--- config.mk ---
export PLATFORM = sky130hd
export DESIGN_NAME = uart_tx_arbiter
export DESIGN_NICKNAME = d
export VERILOG_FILES = /design/src/rtl/uart_pkg.sv /design/src/rtl/rr_arbiter_onehot.sv /design/src/rtl/uart_tx_arbiter.sv
export SDC_FILE = /design/constraint.sdc
export NUM_CORES = 1
export LEC_CHECK = 0
export ABC_CLOCK_PERIOD_IN_PS = 5000
export CORE_MARGIN = 8
export CORE_UTILIZATION = 45
export CTS_CLUSTER_DIAMETER = 30
export DETAILED_ROUTE_END_ITERATION = 6
export PLACE_DENSITY = 0.84
export SYNTH_ARGS = -nofsm -noshare
export SYNTH_HDL_FRONTEND = slang
export SYNTH_SLANG_ARGS = --single-unit
--- constraint.sdc ---
create_clock -name clk -period 5 [get_ports clk]
set_clock_uncertainty 0.05 [all_clocks]
set_input_delay 0.75 -clock clk [delete_from_list [all_inputs] [get_ports clk]]
set_output_delay 0.75 -clock clk [all_outputs]
set_load 0.005 [all_outputs]
--- src/rtl/uart_pkg.sv ---
// uart_pkg
// Shared definitions for the UART transmit arbiter:
//   - FSM state encoding for the arbiter controller
//   - BYTE_W, the width of one UART payload byte
//   - rr_pick(), a round-robin one-hot winner search used by rr_arbiter_onehot
package uart_pkg;

    localparam int BYTE_W  = 8;
    // rr_pick works on a fixed-width vector; callers zero-pad narrower requests.
    localparam int MAX_REQ = 8;

    typedef enum logic [1:0] {
        IDLE = 2'd0,
        SEND = 2'd1,
        GAP  = 2'd2
    } state_t;

    // Returns a one-hot vector selecting the first set bit of valid, searching
    // upward from pointer+1 and wrapping modulo nreq. All zero if none is set.
    function automatic logic [MAX_REQ-1:0] rr_pick(
        input logic [MAX_REQ-1:0] valid,
        input int                 pointer,
        input int                 nreq
    );
        logic [MAX_REQ-1:0] win;
        int                 idx;
        win = '0;
        for (int k = 1; k <= MAX_REQ; k++) begin
            if (k <= nreq && win == '0) begin
                idx = (pointer + k) % nreq;
                if (valid[idx[2:0]]) begin
                    win[idx[2:0]] = 1'b1;
                end
            end
        end
        return win;
    endfunction

endpackage

--- src/rtl/rr_arbiter_onehot.sv ---
// rr_arbiter_onehot
// Combinational round-robin picker with a registered priority pointer.
// The pointer remembers the last winner, so that requester has the lowest
// priority at the next pick.
// Ports:
//   clk, reset   clock and synchronous active-high reset (pointer -> NREQ-1)
//   valid        request vector
//   advance      load the current winner into the pointer (when any is set)
//   winner       one-hot winner for the current valid vector
//   winner_idx   binary index of winner
//   any          at least one request is valid
module rr_arbiter_onehot
    import uart_pkg::*;
#(
    parameter  int NREQ = 4,
    localparam int PW   = (NREQ > 1) ? $clog2(NREQ) : 1
) (
    input  logic            clk,
    input  logic            reset,
    input  logic [NREQ-1:0] valid,
    input  logic            advance,
    output logic [NREQ-1:0] winner,
    output logic [PW-1:0]   winner_idx,
    output logic            any
);

    logic [PW-1:0]      ptr;
    logic [MAX_REQ-1:0] valid_ext;
    logic [MAX_REQ-1:0] pick;
    logic               unused_pick;

    always_comb begin
        valid_ext             = '0;
        valid_ext[NREQ-1:0]   = valid;
        pick                  = rr_pick(valid_ext, int'(ptr), NREQ);
        winner                = pick[NREQ-1:0];
        winner_idx            = '0;
        for (int i = 0; i < NREQ; i++) begin
            if (winner[i]) begin
                winner_idx = PW'(i);
            end
        end
        any = |valid;
    end

    // Upper pick bits are always zero when NREQ < MAX_REQ.
    assign unused_pick = ^pick;

    always_ff @(posedge clk) begin
        if (reset) begin
            ptr <= PW'(NREQ - 1);
        end else if (advance && any) begin
            ptr <= winner_idx;
        end
    end

endmodule

--- src/rtl/uart_tx_arbiter.sv ---
// uart_tx_arbiter
// Shares one uart_tx byte transmitter among NREQ byte sources. Grants are
// round-robin and packet-atomic: an owner keeps the UART until it sends a
// byte marked last, or until MAX_BURST bytes (0 = unlimited).
// Ports:
//   clk, reset   system clock, synchronous active-high reset
//   req_valid    per-requester byte pending
//   req_data     per-requester byte, requester i in [8i+7:8i]
//   req_last     per-requester end-of-packet marker
//   req_ack      one-cycle pulse: requester's byte was taken
//   grant        one-hot current owner, zero when idle
//   busy         a grant is held
//   tx_data      byte to uart_tx, held between strobes
//   tx_strobe    one-cycle load pulse to uart_tx
//   tx_ready     uart_tx can accept a byte
//
// state | meaning
// IDLE  | no owner; arbitrate among valid requesters
// SEND  | owner holds the UART; wait for tx_ready and owner's valid
// GAP   | one cycle after a strobe; release or return to SEND
module uart_tx_arbiter
    import uart_pkg::*;
#(
    parameter  int NREQ      = 4,
    parameter  int MAX_BURST = 0,
    parameter  int CW        = 8,
    localparam int PW        = (NREQ > 1) ? $clog2(NREQ) : 1
) (
    input  logic                   clk,
    input  logic                   reset,
    input  logic [NREQ-1:0]        req_valid,
    input  logic [BYTE_W*NREQ-1:0] req_data,
    input  logic [NREQ-1:0]        req_last,
    output logic [NREQ-1:0]        req_ack,
    output logic [NREQ-1:0]        grant,
    output logic                   busy,
    output logic [BYTE_W-1:0]      tx_data,
    output logic                   tx_strobe,
    input  logic                   tx_ready
);

    state_t            state;
    logic [CW-1:0]     count;
    logic              last_seen;
    logic [PW-1:0]     gidx;
    logic [NREQ-1:0]   arb_winner;
    logic [PW-1:0]     arb_idx;
    logic              arb_any;
    logic              burst_done;
    logic [BYTE_W-1:0] data_arr [NREQ];

    for (genvar i = 0; i < NREQ; i++) begin : g_split
        assign data_arr[i] = req_data[i*BYTE_W +: BYTE_W];
    end

    rr_arbiter_onehot #(.NREQ(NREQ)) u_arb (
        .clk        (clk),
        .reset      (reset),
        .valid      (req_valid),
        .advance    (state == IDLE),
        .winner     (arb_winner),
        .winner_idx (arb_idx),
        .any        (arb_any)
    );

    assign burst_done = (MAX_BURST != 0) && (count == CW'(MAX_BURST));

    // GAP exists so the tx_ready sampled in SEND is never the stale value
    // from the cycle right after a strobe, before uart_tx has reacted.
    always_ff @(posedge clk) begin
        if (reset) begin
            state     <= IDLE;
            grant     <= '0;
            busy      <= 1'b0;
            req_ack   <= '0;
            tx_strobe <= 1'b0;
            tx_data   <= '0;
            count     <= '0;
            last_seen <= 1'b0;
            gidx      <= '0;
        end else begin
            req_ack   <= '0;
            tx_strobe <= 1'b0;
            unique case (state)
                IDLE: begin
                    if (arb_any) begin
                        grant <= arb_winner;
                        gidx  <= arb_idx;
                        busy  <= 1'b1;
                        state <= SEND;
                    end
                end
                SEND: begin
                    if (tx_ready && req_valid[gidx]) begin
                        tx_data   <= data_arr[gidx];
                        tx_strobe <= 1'b1;
                        req_ack   <= grant;
                        count     <= count + CW'(1);
                        last_seen <= req_last[gidx];
                        state     <= GAP;
                    end
                end
                GAP: begin
                    if (last_seen || burst_done) begin
                        grant     <= '0;
                        busy      <= 1'b0;
                        count     <= '0;
                        last_seen <= 1'b0;
                        state     <= IDLE;
                    end else begin
                        state <= SEND;
                    end
                end
                default: state <= IDLE;
            endcase
        end
    end

endmodule

==> flow_metrics.env, run 1 <==
export IMPL_holdBufCountCts=0
export IMPL_p_per_area_nw_per_um2=464
export IMPL_max_freq_mhz=308
export IMPL_hold_viol=0
export IMPL_crit_path_start_kind="flop"
export IMPL_crit_start="u_arb.ptr[0]"
export IMPL_synth_seq_area_share_pct=31.8
export IMPL_antenna_cells=0
export IMPL_clk_pin_slew_ns=0.14
export IMPL_endpoint="gidx[0]"
export IMPL_ant_nets=0
export IMPL_post_drt_wl_per_cell_um=17.6
export IMPL_die_x_um=75.1
export IMPL_crit_path_end_kind="flop"
export IMPL_maxCapViolations=0
export IMPL_irDropWorstVdd_v=0.000251
export IMPL_drc=0
export IMPL_io_pins=61
export IMPL_worstSkewPairLatency_ns=0.33
export IMPL_cts_tree="yes"
export IMPL_critPathMaxStageDelay_ns=0.62
export IMPL_htree_levels=1
export IMPL_r2r_cells=9
export IMPL_drt_iter0_drc=131
export IMPL_period_minus_slack_ns=3.24
export IMPL_cts_sinks=25
export IMPL_viasPerCell=5.82
export IMPL_drive_above_1_share_pct=12.3
export IMPL_synth_fp_nets=205
export IMPL_cts_resized=0
export IMPL_synth_edf_count=0
export IMPL_use_met2_pct=30.9
export IMPL_fillerInstances=290
export IMPL_area_delta_synth_final_pct=41.6
export IMPL_post_cts_setup_buffers=0
export IMPL_syn_area_um2=1570
export IMPL_cp_depth=9
export IMPL_r2r_end="gidx[0]"
export IMPL_r2r_start="u_arb.ptr[0]"
export IMPL_busiest_layer="met2"
export IMPL_coreArea_um2=3340
export IMPL_vias=1501
export IMPL_worst_pin_slew_ns=0.835
export IMPL_period_share_pct=64.8
export IMPL_crit_path_cell_trace="inv_1, ha_1, mux4_2, a21boi_2, and2b_4, a221o_2, o41ai_2, and3b_1, a22o_1"
export IMPL_arrival_ns=3.48
export IMPL_slew_viol_final=0
export IMPL_ys_async_sr_fraction_pct=0
export IMPL_die_area_um2=5640
export IMPL_antenna_found_initial=0
export IMPL_cp_top_family="compound AO/OA/AOI/OAI gates"
export IMPL_nets=264
export IMPL_holdWs_ns=0.424
export IMPL_die_height_um=75.1
export IMPL_synth_cells=154
export IMPL_crit_fanout=10
export IMPL_avgSynthCellArea_um2=10.2
export IMPL_critPathBufInv=1
export IMPL_finalSetupViolations=0
export IMPL_worst_setup_path_type="flop to flop"
export IMPL_portBuffers=60
export IMPL_clockBufferDepth=2
export IMPL_rsz0062_at_grt="no"
export IMPL_crit_path_top_delay_cell="dfxtp_1"
export IMPL_ys_seq_elements=25
export IMPL_cts_root_buf="clkbuf_4"
export IMPL_slew_headroom_pct=43.9
export IMPL_grt_pass1_vias=1509
export IMPL_synth_warnings=0
export IMPL_grt_ovfl_total=0
export IMPL_grt_max_degree=21
export IMPL_firstDrtPassIters=4
export IMPL_r2r_setup_slack_ns=1.76
export IMPL_grt_total_usage_pct=15.7
export IMPL_min_path_type="flop to flop"
export IMPL_wirelength_um=4540
export IMPL_dpl_hpwl_um=3720
export IMPL_ys_types=46
export IMPL_use_met3_pct=3.86
export IMPL_status="finished clean"
export IMPL_std_cell_rows=21
export IMPL_gp_congestion=0.820
export IMPL_grt_pass1_wl_um=6850
export IMPL_grt_use_met1_pct=15.2
export IMPL_power_leakage_uw=0.000899
export IMPL_initial_core_util_pct=47.1
export IMPL_worstHoldStart="busy"
export IMPL_synth_flop_cell="dfxtp_1"
export IMPL_crit_required_ns=5.23
export IMPL_cts_buffers=3
export IMPL_finalSetupTns_ns=0
export IMPL_power_uw=1030
## layout make-up
| class | instances | area [µm²] | area share, % |
|---|---|---|---|
| sequential | 25 | 500 | 22.5 |
| clock inverter | 1 | 5.00 | 0.225 |
| tap | 46 | 57.6 | 2.59 |
| multi-input combinational | 120 | 1030 | 46.2 |
| inverter | 3 | 11.3 | 0.506 |
| timing repair buffer | 60 | 601 | 27.0 |
| clock buffer | 3 | 22.5 | 1.01 |
## state kept, by name, indices dropped and copies added (netlist names)
signal / count
tx_data: 8
grant: 4
req_ack: 4
gidx: 2
state: 2
u_arb.ptr: 2
busy: 1
last_seen: 1
tx_strobe: 1
## worst min-delay path by stage
| stage | endpoint | slack, ns | cells after the start |
|---|---|---|---|
| after floorplan | busy | 0.40 | 2 |
| after global placement | busy | 0.40 | 2 |
| after detailed placement | busy | 0.41 | 2 |
| after CTS | busy | 0.43 | 2 |
| after global routing | busy | 0.46 | 2 |
| final | busy | 0.42 | 2 |
## report_power, final
part | leakage (µW) | internal (µW) | switching [µW] | total, µW
Sequential | 0.000205 | 240 | 74.7 | 315
Clock | 0.0000177 | 30.1 | 63.6 | 93.7
Combinational | 0.000676 | 332 | 292 | 624
## synthesized netlist by cell type, types with 2 or more instances
cell,n,area (µm²)
a211oi_1,3,22.5
a21oi_1,7,35.0
a32o_1,2,20.0
and2_1,5,31.3
clkbuf_1,4,15.0
dfxtp_1,25,500
ha_1,8,100
inv_1,3,11.3
mux2_2,2,22.5
mux2i_1,10,100
mux4_2,12,270
nand2_1,12,45.0
nand2b_1,3,18.8
nand3_1,2,10.0
nor2_1,18,67.6
nor2b_1,2,12.5
nor3_1,3,15.0
o211ai_1,2,15.0
o21ai_0,4,20.0
## placed cells by master, fill, tap and decap left out, types with 2 or more instances in the layout
master           synthesis  routed
o21ai_0                  4       4
nor2_1                  18      18
o211ai_1                 2       2
ha_1                     8       8
inv_1                    3       3
nand3_1                  2       2
mux4_2                  12      12
nor3_1                   3       3
a32o_1                   2       2
clkdlybuf4s50_1          0      60
a211oi_1                 3       3
mux2_2                   2       2
nor2b_1                  2       2
nand2_1                 12      12
dfxtp_1                 25      25
nand2b_1                 3       3
a21oi_1                  7       7
and2_1                   5       5
mux2i_1                 10      10
clkbuf_4                 0       3
## cell families after synthesis
| kind of cell | synth area share [%] |
|---|---|
| adder cells (fa/ha/maj) | 6.37 |
| multiplexers | 25.0 |
| AO/OA/AOI/OAI | 15.4 |
| AND/OR/NAND/NOR | 18.6 |
| buffers and inverters | 2.71 |
| flip-flops | 31.8 |
## per-layer routing
layer / vias to the layer above / share of wire, %
met2: 66 / 57
met4: 0 / 1.3
met1: 729 / 35
li1: 698 / -
met5: - / 0
met3: 8 / 6.5
## through the flow
stage | cells | util (%) | cell area, µm² | setup slack [ns]
detailed placement | 254 | 65.9 | 2200 | 1.70
global route | 258 | 66.7 | 2230 | 1.58
floorplan | 154 | - | 1570 | 2.12
global placement | 254 | 65.9 | 2200 | 1.81
finish | 258 | 66.7 | 2230 | 1.76
CTS | 258 | 66.7 | 2230 | 1.75
## tightest hold or removal path, stage by stage (launching register included)
cell,delay (ns)
dfxtp_1,0.33
nand2_1,0.05
a21oi_1,0.06
(Power assumes the default switching activity.)
==> run 2, diff against run 1 <==
--- a/config.mk
+++ b/config.mk
@@ -5,12 +5,12 @@
 export SDC_FILE = /design/constraint.sdc
 export NUM_CORES = 1
 export LEC_CHECK = 0
-export ABC_CLOCK_PERIOD_IN_PS = 5000
+export ABC_CLOCK_PERIOD_IN_PS = 3200
 export CORE_MARGIN = 8
-export CORE_UTILIZATION = 45
+export CORE_UTILIZATION = 44
 export CTS_CLUSTER_DIAMETER = 30
 export DETAILED_ROUTE_END_ITERATION = 6
-export PLACE_DENSITY = 0.84
+export PLACE_DENSITY = 0.83
 export SYNTH_ARGS = -nofsm -noshare
 export SYNTH_HDL_FRONTEND = slang
 export SYNTH_SLANG_ARGS = --single-unit
==> constraint.sdc (replaced) <==
create_clock -name clk -period 3.2 [get_ports clk]
set_clock_uncertainty 0.05 [all_clocks]
set_input_delay 0.48 -clock clk [delete_from_list [all_inputs] [get_ports clk]]
set_output_delay 0.48 -clock clk [all_outputs]
set_load 0.005 [all_outputs]
==> run 2 against run 1 <==
  * Design area increased by 1.1%
  * Highest routed layer unchanged
  * Hold slack got worse by 0.0046 ns
  * Setup slack worse by 1.4 ns
  * Critical endpoint unchanged
  * Non-clock buffer count rose by 3
  * Critical path type unchanged
  * Global-route usage shrank 0.64 points
  * Core utilization shrank 0.30 points
  * Count of clock-buffer cells in the layout unchanged
  * Clock power grew 50%
==> flow_metrics.env, run 2 (synthesis gave the netlist of run 1 again) <==
export IMPL_crit_path_cell_trace="inv_1, ha_1, mux4_2, a21boi_2, and2b_4, a221o_2, o41ai_2, and3b_1, a22o_1"
export IMPL_power_uw=1640
export IMPL_io_pins=61
export IMPL_p_per_area_nw_per_um2=727
export IMPL_grt_ovfl_total=0
export IMPL_drive_above_1_share_pct=13.5
export IMPL_slew_viol_final=0
export IMPL_hold_path_endpoint="busy"
export IMPL_ant_nets=0
export IMPL_crit_required_ns=3.42
export IMPL_r2r_start="u_arb.ptr[0]"
export IMPL_worstHoldStart="busy"
export IMPL_largest_reg_flops=8
export IMPL_hold_viol=0
export IMPL_arrival_ns=3.10
export IMPL_post_cts_setup_buffers=0
export IMPL_crit_path_start_kind="flop"
export IMPL_r2r_cells=9
export IMPL_power_leakage_uw=0.000909
export IMPL_drc=0
export IMPL_cts_buffers=3
export IMPL_rsz0062_at_grt="no"
export IMPL_fillerInstances=267
export IMPL_clk_pin_slew_ns=0.14
export IMPL_die_area_um2=5740
export IMPL_max_freq_mhz=348
export IMPL_crit_path_end_kind="flop"
export IMPL_whs_path_depth=2
export IMPL_antenna_found_initial=0
export IMPL_nets=267
export IMPL_mostFrequentLayoutCell="clkdlybuf4s50_1"
export IMPL_r2r_setup_slack_ns=0.33
export IMPL_htree_levels=1
export IMPL_crit_path_top_delay_cell="mux4_2"
export IMPL_coreArea_um2=3390
export IMPL_min_path_type="flop to flop"
export IMPL_area_delta_synth_final_pct=43.2
export IMPL_maxCapViolations=0
export IMPL_period_minus_slack_ns=2.87
export IMPL_wirelength_um=4440
export IMPL_vias=1503
export IMPL_die_height_um=75.8
export IMPL_period_share_pct=89.8
export IMPL_cts_tree="yes"
export IMPL_r2r_end="gidx[0]"
export IMPL_top_register="tx_data"
export IMPL_worst_pin_slew_ns=0.862
export IMPL_largest_registers="tx_data x8, grant x4, req_ack x4"
export IMPL_cts_sinks=25
export IMPL_grt_pass1_vias=1517
export IMPL_gp_congestion=0.848
export IMPL_worstSkewPairLatency_ns=0.31
export IMPL_finalSetupTns_ns=0
export IMPL_portBuffers=60
export IMPL_stdcell_area_um2=2250
export IMPL_dpl_hpwl_um=3650
export IMPL_grt_total_usage_pct=15.1
export IMPL_final_cells=261
export IMPL_clockBufferDepth=2
export IMPL_worst_setup_path_type="flop to flop"
export IMPL_irDropWorstVdd_v=0.000451
export IMPL_finalSetupViolations=0
export IMPL_grt_pass1_wl_um=6780
export IMPL_grt_max_degree=21
export IMPL_post_drt_wl_per_cell_um=17.0
export IMPL_cts_resized=0
export IMPL_antenna_cells=0
export IMPL_slew_headroom_pct=42.1
export IMPL_place_inst=257
export IMPL_critPathBufInv=1
export IMPL_cp_top_family="compound AO/OA/AOI/OAI gates"
export IMPL_crit_fanout=5
export IMPL_holdBufCountCts=0
export IMPL_status="finished clean"
export IMPL_die_x_um=75.8
export IMPL_firstDrtPassIters=4
export IMPL_initial_core_util_pct=46.4
export IMPL_layout_common_cells="clkdlybuf4s50_1 (60), dfxtp_1 (25), nor2_1 (18)"
export IMPL_std_cell_rows=21
export IMPL_viasPerCell=5.76
export IMPL_placed_area_um2=2220
export IMPL_drt_iter0_drc=73
export IMPL_cts_root_buf="clkbuf_4"
export IMPL_critPathMaxStageDelay_ns=0.53
[run 2: where the power goes]
| part | total [µW] | switching [µW] | internal, µW |
|---|---|---|---|
| logic | 1060 | 520 | 540 |
| registers | 435 | 60.5 | 375 |
| clock network | 141 | 93.0 | 47.7 |
| total | 1640 | 674 | 963 |
[run 2: how the worst max path moves through the flow]
stage / startpoint / to / cells after the start / slack, ns
after floorplan: u_arb.ptr[0] / u_arb.ptr[0] / 9 / 0.32
after global placement: req_valid[0] / u_arb.ptr[0] / 7 / 0.28
after detailed placement: req_valid[2] / u_arb.ptr[0] / 8 / 0.17
after CTS: u_arb.ptr[1] / gidx[0] / 9 / 0.34
after global routing: u_arb.ptr[0] / u_arb.ptr[0] / 9 / 0.20
final: u_arb.ptr[0] / gidx[0] / 9 / 0.33
[run 2: cell type report]
class | instances | area, µm² | area share, %
Inverter | 3 | 11.3 | 0.500
Timing Repair Buffer | 63 | 623 | 27.7
Clock inverter | 1 | 7.51 | 0.334
Multi-Input combinational cell | 120 | 1030 | 45.7
Sequential cell | 25 | 500 | 22.2
Tap cell | 46 | 57.6 | 2.56
Clock buffer | 3 | 22.5 | 1.00
[run 2: worst min-delay path, cell delays in order, from the launching register on]
cell,delay (ns)
dfxtp_1,0.34
nand2_1,0.05
a21oi_1,0.05
[run 2: per-layer routing]
metal / vias up / GRT usage [%] / wire length, µm
li1: 706 / - / -
met1: 730 / 15.1 / 1530
met2: 61 / 29.8 / 2600
met3: 6 / 3.16 / 260
met4: 0 / 4.48 / 48
met5: - / 0 / 0
[run 2: through the flow]
stage	utilization [%]	hold slack [ns]	setup WS, ns
final	66.4	0.420	0.327
after floorplan	-	0.403	0.321
after global routing	66.4	0.464	0.201
after global placement	65.5	0.398	0.275
after CTS	66.4	0.419	0.342
after detailed placement	65.5	0.400	0.169
==> run 3, diff against run 2 <==
--- a/config.mk
+++ b/config.mk
@@ -5,7 +5,7 @@
 export SDC_FILE = /design/constraint.sdc
 export NUM_CORES = 1
 export LEC_CHECK = 0
-export ABC_CLOCK_PERIOD_IN_PS = 3200
+export ABC_CLOCK_PERIOD_IN_PS = 3240
 export CORE_MARGIN = 8
 export CORE_UTILIZATION = 44
 export CTS_CLUSTER_DIAMETER = 30
==> constraint.sdc (replaced) <==
create_clock -name clk -period 3.24 [get_ports clk]
set_clock_uncertainty 0.05 [all_clocks]
set_input_delay 0.486 -clock clk [delete_from_list [all_inputs] [get_ports clk]]
set_output_delay 0.486 -clock clk [all_outputs]
set_load 0.005 [all_outputs]
==> run 3 against run 2 <==
  * Hold slack worse by 0.0041 ns
  * Final cell count unchanged
  * Sequential share of layout area did not move
  * Critical endpoint unchanged
==> flow_metrics.env, run 3 (synthesis gave the netlist of run 1 again) <==
export IMPL_status="finished clean"
export IMPL_cp_depth=9
export IMPL_clkPwrFrac_pct=9.2
export IMPL_r2r_end="gidx[0]"
export IMPL_crit_path_end_kind="flop"
export IMPL_p_sw_uw=663
export IMPL_maxCapViolations=0
export IMPL_r2r_start="u_arb.ptr[0]"
export IMPL_grt_total_usage_pct=15.1
export IMPL_portBuffers=60
export IMPL_grt_max_degree=21
export IMPL_crit_start="u_arb.ptr[0]"
export IMPL_std_cell_rows=21
export IMPL_p_int_uw=951
export IMPL_nets=267
export IMPL_cts_buffers=3
export IMPL_gp_congestion=0.848
export IMPL_p_per_area_nw_per_um2=717
export IMPL_die_height_um=75.8
export IMPL_min_path_type="flop to flop"
export IMPL_worst_pin_slew_ns=0.852
export IMPL_cts_resized=0
export IMPL_finalSetupViolations=0
export IMPL_drive_above_1_share_pct=13.5
export IMPL_seqPwrFrac_pct=26.7
export IMPL_drt_iter0_drc=70
export IMPL_vias=1496
export IMPL_initial_core_util_pct=46.4
export IMPL_r2r_cells=9
export IMPL_post_drt_wl_per_cell_um=17.0
export IMPL_cts_root_buf="clkbuf_4"
export IMPL_worst_setup_path_type="flop to flop"
export IMPL_period_minus_slack_ns=2.86
export IMPL_critPathBufInv=1
export IMPL_clockBufferDepth=2
export IMPL_die_x_um=75.8
export IMPL_wirelength_um=4430
export IMPL_antenna_found_initial=0
export IMPL_p_sw_share_pct=41.1
export IMPL_layout_common_cells="clkdlybuf4s50_1 (60), dfxtp_1 (25), nor2_1 (18)"
export IMPL_max_freq_mhz=349
export IMPL_htree_levels=1
export IMPL_drc=0
export IMPL_coreArea_um2=3390
export IMPL_slew_headroom_pct=42.8
export IMPL_antenna_cells=0
export IMPL_mostFrequentLayoutCell="clkdlybuf4s50_1"
export IMPL_cp_top_family="compound AO/OA/AOI/OAI gates"
export IMPL_die_area_um2=5740
export IMPL_ant_nets=0
export IMPL_crit_path_top_delay_cell="mux4_2"
export IMPL_worstSkewPairLatency_ns=0.34
export IMPL_grt_pass1_vias=1484
export IMPL_crit_path_cell_trace="inv_1, ha_1, mux4_2, a21boi_2, and2b_4, a221o_2, o41ai_2, and3b_1, a22o_1"
export IMPL_irDropWorstVdd_v=0.000296
export IMPL_rsz0062_at_grt="no"
export IMPL_dpl_hpwl_um=3630
export IMPL_fillerInstances=256
export IMPL_period_share_pct=88.3
export IMPL_io_pins=61
export IMPL_critPathMaxStageDelay_ns=0.52
export IMPL_r2r_setup_slack_ns=0.38
export IMPL_slew_viol_final=0
export IMPL_top_register="tx_data"
export IMPL_p_comb_share_pct=64.2
export IMPL_viasPerCell=5.73
export IMPL_firstDrtPassIters=6
export IMPL_largest_reg_flops=8
export IMPL_endpoint="gidx[0]"
export IMPL_crit_required_ns=3.49
export IMPL_crit_path_start_kind="flop"
export IMPL_hold_viol=0
export IMPL_power_leakage_uw=0.000909
export IMPL_largest_registers="tx_data x8, grant x4, req_ack x4"
export IMPL_grt_ovfl_total=0
export IMPL_crit_fanout=5
export IMPL_clk_pin_slew_ns=0.15
export IMPL_finalSetupTns_ns=0
export IMPL_arrival_ns=3.11
export IMPL_holdBufCountCts=0
export IMPL_cts_sinks=25
export IMPL_post_cts_setup_buffers=0
export IMPL_grt_pass1_wl_um=6690
export IMPL_cts_tree="yes"
export IMPL_area_delta_synth_final_pct=43.2
export IMPL_final_core_util_pct=66.4
run 3: layer usage:
| metal | wire [µm] | up-vias | global-route usage (%) |
|---|---|---|---|
| li1 | - | 703 | - |
| met1 | 1450 | 727 | 15.2 |
| met4 | 87 | 0 | 6.61 |
| met2 | 2580 | 59 | 29.0 |
| met3 | 308 | 7 | 3.16 |
| met5 | 0 | - | 0 |
run 3: worst min path at each step:
stage / start / to / slack, ns / cells past startpoint
after global placement: busy / busy / 0.40 / 2
after floorplan: busy / busy / 0.40 / 2
after detailed placement: busy / busy / 0.40 / 2
final: busy / busy / 0.42 / 2
after global routing: busy / busy / 0.47 / 2
after CTS: busy / busy / 0.42 / 2
run 3: through the flow:
step                power (µW)  instance area [µm²]  setup slack [ns]  instances  hold WS (ns)
floorplan                 1180                 1570             0.361        154         0.403
finish                    1610                 2250             0.378        261         0.416
CTS                       1610                 2250             0.403        261         0.415
global route              1720                 2250             0.251        261         0.466
global placement          1400                 2220             0.309        257         0.398
detailed placement        1470                 2220             0.214        257         0.396
run 3: layout make-up:
cell class	count	area (µm²)	area share, %
clock inverters	1	7.51	0.334
inverters	3	11.3	0.500
well taps	46	57.6	2.56
flip-flops and latches	25	500	22.2
clock buffers	3	22.5	1.00
repair buffers	63	623	27.7
multi-input cells	120	1030	45.7
run 3: power groups by stage:
stage	registers, µW	logic, µW	clock network (µW)
3_5_place_dp	438	1030	0
4_1_cts	431	1030	153
5_1_grt	442	1110	165
6_report	431	1040	148
2_1_floorplan	428	749	0
3_3_place_gp	433	971	0
run 3: worst register-to-register path, stage by stage, from the launching register on:
cell	delay [ns]
dfxtp_1	0.37
inv_1	0.10
ha_1	0.34
mux4_2	0.52
a21boi_2	0.18
and2b_4	0.18
a221o_2	0.37
o41ai_2	0.33
and3b_1	0.23
a22o_1	0.14
